<file path="src/rtl/alu_resp.sv">
// Purpose : responder-side ALU core, input capture stage then registered compute stage.
// Latency : 2 clk edges from ALU_en sampling to c_valid; one op per cycle sustained.
// Backpr. : none; every sampled ALU_en completes, the consumer must accept c each cycle.
//
// Ports:
//   clk, rst             clock (posedge) and asynchronous active-high reset
//   ALU_en               operation request, sampled every posedge
//   a_en, b_en           opcode table select (A-group / B-group; both set is illegal)
//   a_op, b_op           A-group (3b) and B-group (2b) opcodes
//   A, B                 signed DATA_W operands
//   c                    signed DATA_W+1 registered result, holds between completions
//   c_valid, err         one-cycle strobes for a completing op / an illegal completing op
//   op_cnt               saturating count of completed ops (legal, illegal and no-op)
//   err_sticky           only with ALU_RESP_ERR_STICKY_EN defined: set by any err, cleared by rst
module alu_resp #(
   parameter int DATA_W = 5,
   parameter int CNT_W  = 8
) (
   input  logic                     clk,
   input  logic                     rst,
   input  logic                     ALU_en,
   input  logic                     a_en,
   input  logic                     b_en,
   input  logic [2:0]               a_op,
   input  logic [1:0]               b_op,
   input  logic signed [DATA_W-1:0] A,
   input  logic signed [DATA_W-1:0] B,
   output logic signed [DATA_W:0]   c,
   output logic                     c_valid,
   output logic                     err,
`ifdef ALU_RESP_ERR_STICKY_EN
   output logic                     err_sticky,
`endif
   output logic [CNT_W-1:0]         op_cnt
);

   // Stage 1: captured request
   logic                     s1_valid;
   logic                     s1_a_en;
   logic                     s1_b_en;
   logic [2:0]               s1_a_op;
   logic [1:0]               s1_b_op;
   logic signed [DATA_W-1:0] s1_a;
   logic signed [DATA_W-1:0] s1_b;

   // Stage 2 combinational compute
   logic signed [DATA_W:0]   s1_ax;
   logic signed [DATA_W:0]   s1_bx;
   logic [DATA_W-1:0]        lg;
   logic                     use_lg;
   logic                     ill;
   logic signed [DATA_W:0]   res_nxt;

   always_ff @(posedge clk or posedge rst) begin
      if (rst) begin
         s1_valid <= 1'b0;
         s1_a_en  <= 1'b0;
         s1_b_en  <= 1'b0;
         s1_a_op  <= '0;
         s1_b_op  <= '0;
         s1_a     <= '0;
         s1_b     <= '0;
      end else begin
         s1_valid <= ALU_en;
         // Controls are only meaningful with ALU_en, so capture only then.
         if (ALU_en) begin
            s1_a_en <= a_en;
            s1_b_en <= b_en;
            s1_a_op <= a_op;
            s1_b_op <= b_op;
            s1_a    <= A;
            s1_b    <= B;
         end
      end
   end

   always_comb begin
      // Sign-extend so the full -32..31 sum/difference range is representable.
      s1_ax   = {s1_a[DATA_W-1], s1_a};
      s1_bx   = {s1_b[DATA_W-1], s1_b};
      res_nxt = c;          // no-op (neither table selected) keeps c
      lg      = '0;
      use_lg  = 1'b0;
      ill     = 1'b0;
      case ({s1_a_en, s1_b_en})
         2'b10: begin
            case (s1_a_op)
               3'd0:    res_nxt = s1_ax + s1_bx;
               3'd1:    res_nxt = s1_ax - s1_bx;
               3'd2:    begin lg = s1_a ^ s1_b;    use_lg = 1'b1; end
               3'd3:    begin lg = s1_a & s1_b;    use_lg = 1'b1; end
               3'd4:    begin lg = s1_a | s1_b;    use_lg = 1'b1; end
               3'd5:    begin lg = ~(s1_a ^ s1_b); use_lg = 1'b1; end
               default: ill = 1'b1;
            endcase
         end
         2'b01: begin
            case (s1_b_op)
               2'd0:    begin lg = ~(s1_a & s1_b); use_lg = 1'b1; end
               2'd1:    res_nxt = s1_ax + s1_bx;
               2'd2:    res_nxt = s1_bx - s1_ax;
               default: ill = 1'b1;
            endcase
         end
         2'b11:   ill = 1'b1;
         default: ;
      endcase
      // Logic results are DATA_W wide and sign-extended into c.
      if (use_lg) res_nxt = {lg[DATA_W-1], lg};
      if (ill)    res_nxt = '0;
   end

   always_ff @(posedge clk or posedge rst) begin
      if (rst) begin
         c       <= '0;
         c_valid <= 1'b0;
         err     <= 1'b0;
         op_cnt  <= '0;
      end else begin
         c_valid <= s1_valid;
         err     <= s1_valid & ill;
         if (s1_valid) begin
            c <= res_nxt;
            if (op_cnt != {CNT_W{1'b1}}) op_cnt <= op_cnt + 1'b1;
         end
      end
   end

`ifdef ALU_RESP_ERR_STICKY_EN
   // Set on the same edge that raises err.
   always_ff @(posedge clk or posedge rst) begin
      if (rst)                  err_sticky <= 1'b0;
      else if (s1_valid && ill) err_sticky <= 1'b1;
   end
`endif

endmodule

</file>
<file path="config.mk">
export PLATFORM = sky130hd
export DESIGN_NAME = alu_resp
export DESIGN_NICKNAME = d
export VERILOG_FILES = /design/src/rtl/alu_resp.sv
export SDC_FILE = /design/constraint.sdc
export NUM_CORES = 1
export LEC_CHECK = 0
export BUFFER_PORTS_ARGS = -buffer_cell sky130_fd_sc_hd__buf_2
export CAP_MARGIN = 30
export CORE_MARGIN = 2
export CORE_UTILIZATION = 45
export CTS_BUF_LIST = sky130_fd_sc_hd__clkbuf_4 sky130_fd_sc_hd__clkbuf_8
export DETAILED_ROUTE_END_ITERATION = 6
export GPL_TIMING_DRIVEN = 1
export MAX_ROUTING_LAYER = met4
export PLACE_DENSITY = 0.77
export SLEW_MARGIN = 20
export SYNTH_ARGS = -nofsm -noshare
export SYNTH_HDL_FRONTEND = slang
export SYNTH_SLANG_ARGS = --single-unit
</file>
<file path="constraint.sdc">
create_clock -name clk -period 3.9 [get_ports clk]
set_clock_uncertainty 0.15 [all_clocks]
set_input_delay 0.78 -clock clk [delete_from_list [all_inputs] [get_ports clk]]
set_output_delay 0.78 -clock clk [all_outputs]
set_load 0.005 [all_outputs]
</file>
==> results.sh, run 1 <==
export IMPL_worstPathMaxFanout=5
export IMPL_finalNetCount=340
export IMPL_area_delta_synth_final_pct=13.2
export IMPL_clockBufferDepth=2
export IMPL_max_freq_mhz=385
export IMPL_fin_crit_ns=2.60
export IMPL_port_buffers=35
export IMPL_r2r_start="s1_a[1]"
export IMPL_rows=26
export IMPL_path_clk_slew_ns=0.08
export IMPL_p_sw_frac=0.349
export IMPL_grt_max_degree=35
export IMPL_met3_usage=0.0349
export IMPL_grtUsageMet1=0.254
export IMPL_cts_buffers=5
export IMPL_antenna_found_initial=0
export IMPL_pre_cts_ws_ns=1.32
export IMPL_vias=1941
export IMPL_max_stage_delay_ns=0.48
export IMPL_cts_tree="built"
export IMPL_setup_violations=0
export IMPL_p_int_mw=0.816
export IMPL_worst_pin_slew_ns=0.577
export IMPL_synth_area_um2=2450
export IMPL_crit_slowest_cell="dfrtp_1"
export IMPL_cts_root_buf="clkbuf_8"
export IMPL_slew_viol_final=0
export IMPL_yosysUniqueCellTypes=57
export IMPL_min_to="c_valid"
export IMPL_seq_area_um2=851
export IMPL_drc=0
export IMPL_p_clk_frac=0.267
export IMPL_grt_overflow=0
export IMPL_drive_above_1_share=0.214
export IMPL_peakVddDrop_mv=0.213
export IMPL_arrival_ns=2.68
export IMPL_synth_edf_count=0
export IMPL_ys_warnings_count=0
export IMPL_async_flop_share=1.00
export IMPL_via_per_inst=5.39
export IMPL_die_area_um2=6060
export IMPL_worstSetupStartpointType="register"
export IMPL_htree_levels=2
export IMPL_coreArea_um2=5170
export IMPL_r2r_end="c[5]"
export IMPL_clock_sinks=34
export IMPL_min_from="s1_valid"
export IMPL_pin_count=36
export IMPL_drtIter0Drc=124
export IMPL_p_leak_nw=1.30
export IMPL_multiInputGateArea_um2=1440
export IMPL_seq_area_frac_synth=0.347
export IMPL_r2r_slack_ns=1.30
export IMPL_num_antenna_cells=0
export IMPL_grt_use_total=0.189
export IMPL_crit_path_end_kind="register"
export IMPL_finalCritPeriodShare=0.666
export IMPL_ctsResizeCount=0
export IMPL_min_path_cells=0
export IMPL_grt_use_met2=0.295
export IMPL_drt_total_wl_mm=5.11
export IMPL_syn_area_per_cell_um2=9.62
export IMPL_critPathKind="reg2reg"
export IMPL_ant_nets=0
export IMPL_synth_main_ff_cell="dfrtp_1"
export IMPL_syn_num_nets=306
export IMPL_cp_required_ns=3.99
export IMPL_fp_dieH_um=77.8
export IMPL_synth_seq_cells=34
export IMPL_rsz0062_at_grt="false"
export IMPL_status="completed"
export IMPL_gp_congestion=0.892
export IMPL_syn_inst=255
export IMPL_fin_setup_tns_ns=0
export IMPL_comb_power_share=0.335
export IMPL_num_fill_cells=481
export IMPL_startpoint="s1_a[1]"
export IMPL_power_switching_mw=0.438
export IMPL_busiest_layer="met2"
export IMPL_min_path_type="reg2reg"
export IMPL_post_route_util=0.537
export IMPL_layout_commonest_cell="buf_2"
export IMPL_clock_latency_ns=0.30
export IMPL_power_density_nw_per_um2=452
export IMPL_max_slew_margin_rel=0.615
export IMPL_drt_pass1_iter_count=4
export IMPL_wl_per_cell_um=14.2
export IMPL_start_util=0.474
export IMPL_seqPwrFrac=0.398
export IMPL_worst_slack_ns=1.30
export IMPL_holdWs_ns=0.283
export IMPL_reg2regPathDepth=8
export IMPL_final_hold_viol_count=0
export IMPL_cts_setup_buffers=0
export IMPL_dp_hpwl_mm=3.84
export IMPL_die_x_um=77.8
export IMPL_maxCapViolCount=0
export IMPL_path_cells="inv_1 -> ha_1 -> nor3_2 -> a211o_1 -> a2111o_1 -> a221oi_2 -> a21o_1 -> a221o_1"
export IMPL_cts_hold_fix_buffers=0
export IMPL_grt_pass1_wl_mm=8.92
export IMPL_most_common_layout_cells="buf_2 (35), dfrtp_1 (34), ha_1 (28), nand2_1 (27), inv_1 (24)"
export IMPL_grt_pass1_vias=1887
==> cells in the mapped netlist (all sizes together) (4+ instances only) <==
| library cell | number | area, µm² |
|---|---|---|
| a21o | 4 | 37.5 |
| a21oi | 7 | 42.5 |
| clkbuf | 6 | 33.8 |
| dfrtp | 34 | 851 |
| ha | 28 | 350 |
| inv | 25 | 96.4 |
| mux2 | 4 | 45.0 |
| nand2 | 27 | 101 |
| nand2b | 4 | 25.0 |
| nand3 | 4 | 20.0 |
| nor2 | 9 | 33.8 |
| nor3 | 6 | 35.0 |
| o211ai | 4 | 30.0 |
| o21ai | 28 | 163 |
| o221ai | 4 | 35.0 |
| o22ai | 5 | 31.3 |
| xnor2 | 6 | 52.6 |
==> cell families after synthesis <==
logic type,after synthesis,share of synthesized area
buffers and inverters,35,0.0658
and+or+nand+nor,67,0.142
muxes,5,0.0224
DFF,34,0.347
xor gates and xnor gates,8,0.0286
adders and majority gates,31,0.167
AOI/OAI and AO/OA,75,0.227
==> layer usage <==
metal | share of wire | vias up
li1 | - | 967
met1 | 0.48 | 916
met2 | 0.47 | 53
met3 | 0.043 | 5
met4 | 0.010 | 0
met5 | 0 | -
==> critical path, delay by kind of cell, from the launching register on <==
kind | cells | cell delay [ns]
flip-flops | 1 | 0.48
AO/OA/AOI/OAI | 5 | 1.28
AND/OR/NAND/NOR | 1 | 0.07
buffers and inverters | 1 | 0.16
adder cells (fa/ha/maj) | 1 | 0.41
==> power groups by stage <==
| stage | Clock (mW) | Combinational (mW) | Sequential (mW) |
|---|---|---|---|
| floorplan | 0 | 0.293 | 0.500 |
| global placement | 0 | 0.414 | 0.504 |
| detailed placement | 0 | 0.419 | 0.507 |
| CTS | 0.340 | 0.422 | 0.501 |
| global route | 0.358 | 0.475 | 0.516 |
| finish | 0.335 | 0.420 | 0.499 |
==> worst max-delay path by stage <==
stage / to / slack, ns
finish: c[5] / 1.30
global route: c[5] / 1.18
CTS: c[5] / 1.30
detailed placement: c[5] / 1.32
global placement: c[5] / 1.33
floorplan: c[5] / 1.58
==> metrics by stage <==
| step | total power, mW | area, µm² | instances |
|---|---|---|---|
| 5_1_grt | 1.35 | 2780 | 360 |
| 6_report | 1.25 | 2780 | 360 |
| 4_1_cts | 1.26 | 2780 | 360 |
| 2_1_floorplan | 0.793 | 2450 | 255 |
| 3_5_place_dp | 0.927 | 2660 | 352 |
| 3_3_place_gp | 0.918 | 2660 | 352 |
==> final cells by class <==
| type | count | share of cell area |
|---|---|---|
| repair buffers | 36 | 0.0658 |
| clock buffers | 5 | 0.0248 |
| multi-input cells | 186 | 0.519 |
| inverters | 26 | 0.0361 |
| flip-flops and latches | 34 | 0.306 |
| well taps | 70 | 0.0315 |
| clock inverters | 3 | 0.0162 |
==> sequential cells by signal, indices dropped and copies added, names as in the netlist <==
name / count
c_valid: 1
s1_b: 5
s1_valid: 1
err: 1
s1_a_en: 1
s1_a: 5
s1_a_op: 3
op_cnt: 8
c: 6
s1_b_op: 2
s1_b_en: 1
(Power assumes the default switching activity.)
==> run 2: changes to the inputs <==
--- a/config.mk
+++ b/config.mk
@@ -13,7 +13,7 @@
 export DETAILED_ROUTE_END_ITERATION = 6
 export GPL_TIMING_DRIVEN = 1
 export MAX_ROUTING_LAYER = met4
-export PLACE_DENSITY = 0.77
+export PLACE_DENSITY = 0.8
 export SLEW_MARGIN = 20
 export SYNTH_ARGS = -nofsm -noshare
 export SYNTH_HDL_FRONTEND = slang
==> constraint.sdc (replaced) <==
create_clock -name clk -period 2.28 [get_ports clk]
set_clock_uncertainty 0.15 [all_clocks]
set_input_delay 0.456 -clock clk [delete_from_list [all_inputs] [get_ports clk]]
set_output_delay 0.456 -clock clk [all_outputs]
set_load 0.005 [all_outputs]
==> results.sh, run 2 (synthesized netlist as in run 1, its figures left out) <==
export IMPL_crit_path_end_kind="register"
export IMPL_p_int_mw=1.48
export IMPL_comb_power_share=0.373
export IMPL_regMostFlops="op_cnt"
export IMPL_instances_no_fill=385
export IMPL_drt_pass1_iter_count=4
export IMPL_max_slew_margin_rel=0.594
export IMPL_gp_congestion=0.892
export IMPL_drc=0
export IMPL_via_per_inst=5.40
export IMPL_clock_latency_ns=0.29
export IMPL_dp_hpwl_mm=4.15
export IMPL_die_area_um2=6060
export IMPL_peakVddDrop_mv=0.308
export IMPL_htree_levels=2
export IMPL_start_util=0.474
export IMPL_power_density_nw_per_um2=735
export IMPL_finalCritPeriodShare=1.01
export IMPL_critPathKind="reg2reg"
export IMPL_final_hold_viol_count=0
export IMPL_min_path_type="in2async"
export IMPL_finalNetCount=365
export IMPL_vias=2078
export IMPL_die_x_um=77.8
export IMPL_cts_buffers=5
export IMPL_crit_slowest_cell="dfrtp_2"
export IMPL_worstSetupStartpointType="register"
export IMPL_grt_max_degree=33
export IMPL_p_sw_frac=0.346
export IMPL_critPathTopFamily="compound AO/OA/AOI/OAI gates"
export IMPL_fp_dieH_um=77.8
export IMPL_fin_total_pwr_mw=2.26
export IMPL_seqPwrFrac=0.376
export IMPL_setup_violations=1
export IMPL_placed_cells=373
export IMPL_pre_cts_ws_ns=-0.143
export IMPL_slew_viol_final=0
export IMPL_pin_count=36
export IMPL_worst_pin_slew_ns=0.608
export IMPL_drt_total_wl_mm=5.53
export IMPL_drive_above_1_share=0.340
export IMPL_wl_per_cell_um=14.4
export IMPL_path_clk_slew_ns=0.08
export IMPL_power_switching_mw=0.780
export IMPL_post_route_util=0.593
export IMPL_cp_depth=8
export IMPL_most_common_layout_cells="buf_2 (35), dfrtp_1 (32), nand2_1 (27), buf_4 (25), ha_1 (23)"
export IMPL_arrival_ns=2.33
export IMPL_area_delta_synth_final_pct=25.0
export IMPL_worstPathMaxFanout=3
export IMPL_status="finished with violations"
export IMPL_fin_crit_ns=2.29
export IMPL_maxCapViolCount=0
export IMPL_antenna_found_initial=0
export IMPL_port_buffers=35
export IMPL_max_freq_mhz=436
export IMPL_rsz0062_at_grt="true"
export IMPL_cp_required_ns=2.32
export IMPL_clockBufferDepth=2
export IMPL_num_antenna_cells=0
export IMPL_coreArea_um2=5170
export IMPL_rows=26
export IMPL_drtIter0Drc=115
export IMPL_reg2regPathDepth=8
export IMPL_max_stage_delay_ns=0.45
export IMPL_path_cells="ha_2 -> fa_2 -> a21o_1 -> a21oi_2 -> o22ai_2 -> o21ai_2 -> xnor2_1 -> a221o_1"
export IMPL_ant_nets=0
export IMPL_path_buf_inv=0
export IMPL_grt_use_total=0.196
export IMPL_clock_sinks=34
export IMPL_grt_pass1_vias=1995
export IMPL_largest_reg_flops=8
export IMPL_violations="setup timing"
export IMPL_cts_tree="built"
export IMPL_layout_commonest_cell="buf_2"
export IMPL_p_leak_nw=1.43
export IMPL_grt_overflow=0
export IMPL_worst_slack_ns=-0.0134
export IMPL_grt_pass1_wl_mm=9.31
export IMPL_top_regs="op_cnt x8, c x6"
export IMPL_cts_root_buf="clkbuf_8"
export IMPL_p_clk_frac=0.251
## run 2: cell types whose count changed in the layout (fill, tap and decap cells not counted), moves of 2 or more
cell and change:
inv_1 -6, inv_2 +6, fa_2 +3, buf_4 +24
dfrtp_2 +2, ha_1 -5, ha_4 +4, fa_1 -3
dfrtp_1 -2
## run 2: timing repair
item                       in CTS  in global routing
pin swaps                       7                  6
setup buffers                   3                  1
setup endpoints to repair       2                  3
hold endpoints to repair        0                  0
hold buffers                    0                  0
resized for setup              17                  6
## run 2: per-layer routing
metal / vias to the layer above / wire length, µm / track usage
met4: 0 / 68 / 0.0464
met1: 1006 / 2580 / 0.247
met3: 7 / 213 / 0.0430
met5: - / 0 / -
li1: 1023 / - / -
met2: 42 / 2670 / 0.323
## run 2: path summary, 6_finish.rpt
| kind | from | to | slack (ns) |
|---|---|---|---|
| max | s1_a[0] | c[4] | -0.01 |
| min | rst | c[0] | 0.07 |
| max reg2reg | s1_a[0] | c[4] | -0.01 |
| min reg2reg | s1_valid | c_valid | 0.28 |
| max in group asynchronous | rst | s1_a_en | 1.39 |
| min in group clk | B[1] | s1_b[1] | 0.21 |
## run 2: power groups by stage
stage | Clock [mW] | Sequential (mW) | Combinational [mW]
floorplan | 0 | 0.856 | 0.506
global placement | 0 | 0.848 | 0.774
detailed placement | 0 | 0.857 | 0.790
CTS | 0.579 | 0.846 | 0.820
global route | 0.606 | 0.869 | 0.932
finish | 0.567 | 0.848 | 0.841
## run 2: final cells by class
cell class              count  area [µm²]
fillers                   426        2100
multi-input cells         186        1530
well taps                  70        87.6
clock buffers               5        68.8
clock inverters             3        45.0
inverters                  26         100
flip-flops and latches     34         853
repair buffers             61         383
## run 2: per-stage QoR
stage / cell area, µm² / hold WS, ns / setup TNS, ns
floorplan: 2470 / 0.237 / 0
global placement: 2850 / 0.261 / -0.115
detailed placement: 2850 / 0.271 / -0.231
CTS: 3030 / 0.0923 / 0
global route: 3070 / 0.110 / -0.138
finish: 3070 / 0.0674 / -0.0134
